**src/rtl/qpoint_pkg.sv**
```systemverilog
// qpoint_pkg: shared definitions for the qpoint sequential multiplier.
//   Provides the default Q/N widths, the controller state encoding and the
//   width helpers MAG_W = N-1 (magnitude) and ACC_W = 2N-2 (full product).
package qpoint_pkg;

    localparam int Q_DEF     = 15;
    localparam int N_DEF     = 32;
    localparam int MAG_W_DEF = N_DEF - 1;
    localparam int ACC_W_DEF = 2 * N_DEF - 2;

    typedef enum logic [1:0] {
        IDLE = 2'd0,
        MULT = 2'd1,
        FIX  = 2'd2,
        DONE = 2'd3
    } state_t;

    function automatic int mag_w(input int n);
        return n - 1;
    endfunction

    function automatic int acc_w(input int n);
        return 2 * n - 2;
    endfunction

endpackage

```
**src/rtl/q_shift_add_core.sv**
```systemverilog
// q_shift_add_core: magnitude shift-add engine for the qpoint multiplier.
//   clk, rst_n : clock, asynchronous active-low reset
//   clr        : abandon the current product (counter drained)
//   load       : latch a_mag/b_mag, clear the accumulator, arm N-1 iterations
//   step       : perform one shift-add iteration while iterations remain
//   a_mag      : multiplicand magnitude
//   b_mag      : multiplier magnitude
//   prod       : acc[ACC_W-1:Q] plus the optional rounding increment,
//                one bit wider so a rounding carry is visible
//   done       : no iterations left
module q_shift_add_core
    import qpoint_pkg::*;
#(
    parameter int N   = N_DEF,
    parameter int Q   = Q_DEF,
    parameter bit RND = 1'b0
) (
    input  logic             clk,
    input  logic             rst_n,
    input  logic             clr,
    input  logic             load,
    input  logic             step,
    input  logic [N-2:0]     a_mag,
    input  logic [N-2:0]     b_mag,
    output logic [2*N-2-Q:0] prod,
    output logic             done
);

    localparam int MAG_W = mag_w(N);
    localparam int ACC_W = acc_w(N);
    localparam int CNT_W = $clog2(N);
    localparam int PRD_W = ACC_W - Q + 1;

    logic [ACC_W-1:0] acc;
    logic [ACC_W-1:0] mcand;
    logic [MAG_W-1:0] mplier;
    logic [CNT_W-1:0] cnt;

    assign done = cnt == '0;

    // Round half up on the magnitude: bit Q-1 is the first discarded bit.
    assign prod = {1'b0, acc[ACC_W-1:Q]} + PRD_W'(RND & acc[Q-1]);

    always_ff @(posedge clk or negedge rst_n) begin
        if (!rst_n) begin
            acc    <= '0;
            mcand  <= '0;
            mplier <= '0;
            cnt    <= '0;
        end else if (clr) begin
            cnt    <= '0;
        end else if (load) begin
            acc    <= '0;
            mcand  <= {{(ACC_W-MAG_W){1'b0}}, a_mag};
            mplier <= b_mag;
            cnt    <= CNT_W'(MAG_W);
        end else if (step && !done) begin
            if (mplier[0])
                acc <= acc + mcand;
            mcand  <= mcand << 1;
            mplier <= mplier >> 1;
            cnt    <= cnt - CNT_W'(1);
        end
    end

endmodule

```
**src/rtl/qmult_seq_ctrl.sv**
```systemverilog
// qmult_seq_ctrl: sequential sign-magnitude fixed-point multiplier controller.
//   Optional build macro QMULT_ROUND_EN: round half up instead of truncating.
//   i_clk, i_rst_n : clock, asynchronous active-low reset
//   i_flush        : synchronous abort back to IDLE, pending result dropped
//   i_valid/o_ready: operand handshake, i_a/i_b sampled on the accepting edge
//   o_valid/i_ready: result handshake, o_result/o_ovf held while waiting
//   o_busy         : high outside IDLE
module qmult_seq_ctrl
    import qpoint_pkg::*;
#(
    parameter int Q = Q_DEF,
    parameter int N = N_DEF
) (
    input  logic         i_clk,
    input  logic         i_rst_n,
    input  logic         i_flush,
    input  logic         i_valid,
    output logic         o_ready,
    input  logic [N-1:0] i_a,
    input  logic [N-1:0] i_b,
    output logic         o_valid,
    input  logic         i_ready,
    output logic [N-1:0] o_result,
    output logic         o_ovf,
    output logic         o_busy
);

    localparam int MAG_W = mag_w(N);

`ifdef QMULT_ROUND_EN
    localparam bit RND = 1'b1;
`else
    localparam bit RND = 1'b0;
`endif

    state_t           state;
    state_t           state_nxt;
    logic             sign;
    logic             accept;
    logic             core_done;
    logic             ovf;
    logic [2*N-2-Q:0] prod;
    logic [MAG_W-1:0] mag;

    assign accept  = state == IDLE && i_valid && !i_flush;
    assign o_ready = state == IDLE;
    assign o_busy  = state != IDLE;
    assign o_valid = state == DONE;

    // Anything above the magnitude field, including a rounding carry, overflows.
    assign ovf = |prod[2*N-2-Q:MAG_W];
    assign mag = ovf ? '1 : prod[MAG_W-1:0];

    // MULT is left only once the iteration counter has drained, which fixes
    // the latency at N+1 edges regardless of operand values.
    always_comb begin
        state_nxt = i_flush          ? IDLE :
                    state == IDLE    ? (i_valid ? MULT : IDLE) :
                    state == MULT    ? (core_done ? FIX : MULT) :
                    state == FIX     ? DONE :
                    i_ready          ? IDLE : DONE;
    end

    always_ff @(posedge i_clk or negedge i_rst_n) begin
        if (!i_rst_n) begin
            state    <= IDLE;
            sign     <= 1'b0;
            o_result <= '0;
            o_ovf    <= 1'b0;
        end else begin
            state <= state_nxt;
            if (accept)
                sign <= i_a[N-1] ^ i_b[N-1];
            if (i_flush) begin
                o_result <= '0;
                o_ovf    <= 1'b0;
            end else if (state == FIX) begin
                // A zero magnitude never carries a negative sign.
                o_result <= {sign & |mag, mag};
                o_ovf    <= ovf;
            end
        end
    end

    q_shift_add_core #(
        .N   (N),
        .Q   (Q),
        .RND (RND)
    ) u_core (
        .clk   (i_clk),
        .rst_n (i_rst_n),
        .clr   (i_flush),
        .load  (accept),
        .step  (state == MULT),
        .a_mag (i_a[N-2:0]),
        .b_mag (i_b[N-2:0]),
        .prod  (prod),
        .done  (core_done)
    );

endmodule

```
**config.mk**
```make
export PLATFORM = sky130hd
export DESIGN_NAME = qmult_seq_ctrl
export DESIGN_NICKNAME = d
export VERILOG_FILES = /design/src/rtl/qpoint_pkg.sv /design/src/rtl/q_shift_add_core.sv /design/src/rtl/qmult_seq_ctrl.sv
export SDC_FILE = /design/constraint.sdc
export NUM_CORES = 1
export LEC_CHECK = 0
export ABC_CLOCK_PERIOD_IN_PS = 5200
export CELL_PAD_IN_SITES_DETAIL_PLACEMENT = 1
export CELL_PAD_IN_SITES_GLOBAL_PLACEMENT = 1
export CORE_MARGIN = 4
export CORE_UTILIZATION = 50
export CTS_BUF_LIST = sky130_fd_sc_hd__clkbuf_4 sky130_fd_sc_hd__clkbuf_8
export CTS_CLUSTER_SIZE = 30
export DETAILED_ROUTE_END_ITERATION = 12
export GPL_ROUTABILITY_DRIVEN = 1
export PLACE_DENSITY = 0.87
export SYNTH_ARGS = -nofsm -noshare
export SYNTH_HDL_FRONTEND = slang
export SYNTH_SLANG_ARGS = --single-unit
```
**constraint.sdc**
```tcl
create_clock -name i_clk -period 5.2 [get_ports i_clk]
set_input_delay 1.3 -clock i_clk [delete_from_list [all_inputs] [get_ports i_clk]]
set_output_delay 1.3 -clock i_clk [all_outputs]
set_load 0.02 [all_outputs]
```
==> metrics.txt <==
clock transition at the register clock pins on the worst setup and hold paths after CTS=110 ps; Worst slew margin=0.3210; DR DRC count=0; routed wl met2=15450 um; highest routing layer actually used=met5; instance count after placement with tap cells included=1626; category of the worst setup path capture point=flop; post-synth top area cell=sky130_fd_sc_hd__dfrtp_1; worst voltage drop across the vdd grid=178.8 uV; antenna cell count=0; TritonCTS sink count=196; status=complete, no violations; Slowest Stage Delay on Critical Path=460 ps; count of placed standard cells in the final layout, fillers left out=1658; clock root cell=sky130_fd_sc_hd__clkbuf_8; required time worst endpoint=5560 ps; quantity of gates resized following cts=0; kind of critical path=flop to flop; cell leakage power=6.015 nW; total buffers and inverters traversed by the critical path=0; simple-gate share of the synthesized area=0.1671; setup TNS=0 ps; post-layout minimum cycle time=3605 ps; Area contributors post-synth=sky130_fd_sc_hd__dfrtp_1 43%, sky130_fd_sc_hd__o21ai_0 8.7%, sky130_fd_sc_hd__nand2_1 8.0%; H-Tree Depth=4; cell type group with the largest total delay on the critical path=compound AO/OA/AOI/OAI gates; first-pass detailed-route iteration total=6; number of global-route vias before repair=10.53k; Post-synth EDFFs=0; dominant cell by count in the synthesized netlist=sky130_fd_sc_hd__nand2_1; post-synthesis cell count=1298; Tcrit/Tclk final=0.6932; part of the Yosys area used for sequential elements=0.4259; number of vias in the routed layout=9934; compound-gate portion of the synthesized area=0.2108; clock network power share=0.197; initial antenna violation count=5; Worst EP arrival=3970 ps; area of all placed cells without fillers=0.01317 mm2; Distinct cells, synth=66; vertical extent of the die=159.8 um; cell with the biggest individual delay on the critical path=sky130_fd_sc_hd__a2111oi_0; TritonCTS clock tree=built; share of cells above drive strength 1=0.04953; max frequency=0.2774 GHz; hold violation count in the final report=0; cts bufs inserted=17; Hold-fix buffers, CTS=0; slew of the pin with the lowest slew margin=1019 ps; maximum number of pins on one net before global-route repair=123; total half-perimeter wirelength after legalization and detailed placement=22680 um; I/O Pins=105; horizontal extent of the die=159.8 um; net count after synthesis=1431; clock network latency to the later pin of the worst-skew pair=490 ps; Max Buffers Root-to-Sink=2; wire length of the first global-routing pass=52920 um; aggregate global routing overflow=0; number of post-CTS setup repair buffers=0; crit path max fanout=5; number of failing setup endpoints in the final timing report=0; Net Sw Power=0.002111 W; startpoint kind of the worst setup timing path=flop; combinational share of power=0.376; top_reg_cell synth=sky130_fd_sc_hd__dfrtp_1; max-slew violation count=0; unrepaired setup endpoints after global routing=no; routability-driven placement congestion ratio=0.8675; number of nets in the layout=1493; crit path cell chain=ha_1, fa_1, a21o_1, a21o_1, a211oi_2, o21bai_1, o211ai_2, o2111a_2, or3b_1, nand3_1, a2111oi_0, a211oi_1; max-cap viol count=0; fraction of power spent switching nets=0.4046; cell-internal power=0.003106 W; count of port buffers added during placement=104; async set-or-reset flop fraction in the synthesized netlist=1.000; Worst Skew=17.65 ps; All-Layer GR Usage=0.2481; effective utilization at floorplan=0.5087; XOR/XNOR Fraction of Synth Area=0.04183; layout filler cell count=2627; worst hold slack=476.4 ps; layout overhead on the synthesized area=14.38%; most frequent cells after synthesis=246 x sky130_fd_sc_hd__nand2_1, 201 x sky130_fd_sc_hd__o21ai_0, 196 x sky130_fd_sc_hd__dfrtp_1; WL per Instance=19.07 um; post-place instance area=0.01277 mm2; Reg power frac=0.426; area of the die=0.02553 mm2; Total Wirelength=31620 um; multiplexer share of the synthesized area=0.05388; DRT iter0 DRCs=588; Final ANT Viol Nets=0; number of vias per cell after detailed routing=5.992; Yosys top cell area share=0.4259; Avg Inst Size Synth=8.873 um2; met3 routed WL=1206 um; most repeated library cell on the critical path=sky130_fd_sc_hd__a21o_1; Power Total=0.005216 W; largest family of logic cells by synthesized area=compound AO/OA/AOI/OAI gates; area of the core=0.02264 mm2; path type of the worst min-delay path=flop to flop; Cell Rows=55; met1 routed wirelength after detailed routing=14310 um; Power Density=396.0 mW/mm2; combined area of all synthesized cells=0.01152 mm2; Synth Area in Adders=0.07018; #FFs+latches synth=196; Yosys warning total=0
-- power groups by stage --
stage | clock network [W] | logic (W) | registers (W)
2_1_floorplan | 0 | 0.00139 | 0.00213
3_3_place_gp | 0 | 0.00181 | 0.00222
3_5_place_dp | 0 | 0.00192 | 0.00224
4_1_cts | 0.00105 | 0.00196 | 0.00222
5_1_grt | 0.00112 | 0.00219 | 0.00226
6_report | 0.00103 | 0.00196 | 0.00222
-- tightest hold or removal path, stage by stage (launching register included) --
cell and delay, ps:
sky130_fd_sc_hd__dfrtp_1 360, sky130_fd_sc_hd__nand2_1 50, sky130_fd_sc_hd__nand2_1 50
-- kinds of logic (layout without fill, tap and decap cells) --
family,count (synthesis),in the layout
xor+xnor,55,55
simple gates,429,429
buf+inv,89,164
mux,62,62
flops,196,196
fa+ha+maj,64,64
compound gates,403,403
-- path summary, 6_finish.rpt --
check | startpoint | endpoint | slack (ps) | cells past startpoint
min | o_result[27] | o_result[27] | 480 | 2
max | u_core.mcand[0] | u_core.acc[60] | 1600 | 12
max reg2reg | u_core.mcand[0] | u_core.acc[60] | 1600 | 12
min reg2reg | o_result[27] | o_result[27] | 480 | 2
max in group asynchronous | i_rst_n | u_core.mcand[57] | 3270 | 2
min in group asynchronous | i_rst_n | o_result[0] | 900 | 1
-- area by class of cell --
type | instances | area [um2] | share of cell area
tap | 285 | 356.6 | 0.02707
inverter | 16 | 60.06 | 0.004559
clock buffer | 21 | 282.8 | 0.02146
timing repair buffer | 116 | 1160 | 0.08804
sequential | 196 | 4905 | 0.3723
multi-input combinational | 1013 | 6294 | 0.4777
clock inverter | 11 | 116.4 | 0.008833
-- layout by cell type, fill, tap and decap left out, types with 7 or more instances in the layout --
master                            instances
sky130_fd_sc_hd__nand2_1                245
sky130_fd_sc_hd__o21ai_0                201
sky130_fd_sc_hd__dfrtp_1                196
sky130_fd_sc_hd__clkdlybuf4s50_1        103
sky130_fd_sc_hd__nand3_1                 74
sky130_fd_sc_hd__a21oi_1                 64
sky130_fd_sc_hd__ha_1                    63
sky130_fd_sc_hd__mux2i_1                 62
sky130_fd_sc_hd__a21o_1                  46
sky130_fd_sc_hd__xnor2_1                 37
sky130_fd_sc_hd__nor2_1                  25
sky130_fd_sc_hd__clkbuf_8                21
sky130_fd_sc_hd__xor2_1                  18
sky130_fd_sc_hd__inv_1                   16
sky130_fd_sc_hd__and3_1                  12
sky130_fd_sc_hd__nand4_1                 12
sky130_fd_sc_hd__nor3_1                  11
sky130_fd_sc_hd__nor4_1                  11
sky130_fd_sc_hd__a31oi_1                 10
sky130_fd_sc_hd__o21a_1                  10
sky130_fd_sc_hd__buf_4                   10
sky130_fd_sc_hd__nor2b_1                  9
sky130_fd_sc_hd__o21bai_1                 8
sky130_fd_sc_hd__nand2b_1                 8
sky130_fd_sc_hd__a211oi_1                 7
sky130_fd_sc_hd__o31ai_1                  7
-- layer usage --
metal | global-route usage | up-vias
met3 | 0.04619 | 49
met1 | 0.3188 | 4932
met2 | 0.4323 | 188
li1 | - | 4755
met5 | 0 | -
met4 | 0.06766 | 10
-- stage by stage --
stage            util  setup WS [ps]
6_report       0.5819           1595
3_5_place_dp   0.5642           1372
2_1_floorplan       -           2230
5_1_grt        0.5819           1302
4_1_cts        0.5819           1636
3_3_place_gp   0.5642           1546
-- registers in the layout, indices dropped and copies added, names as in the netlist --
| signal | flops |
|---|---|
| u_core.acc | 62 |
| u_core.mcand | 62 |
| o_result | 32 |
| u_core.mplier | 31 |
| u_core.cnt | 5 |
| state | 2 |
| o_ovf | 1 |
| sign | 1 |
(Power assumes the default switching activity.)
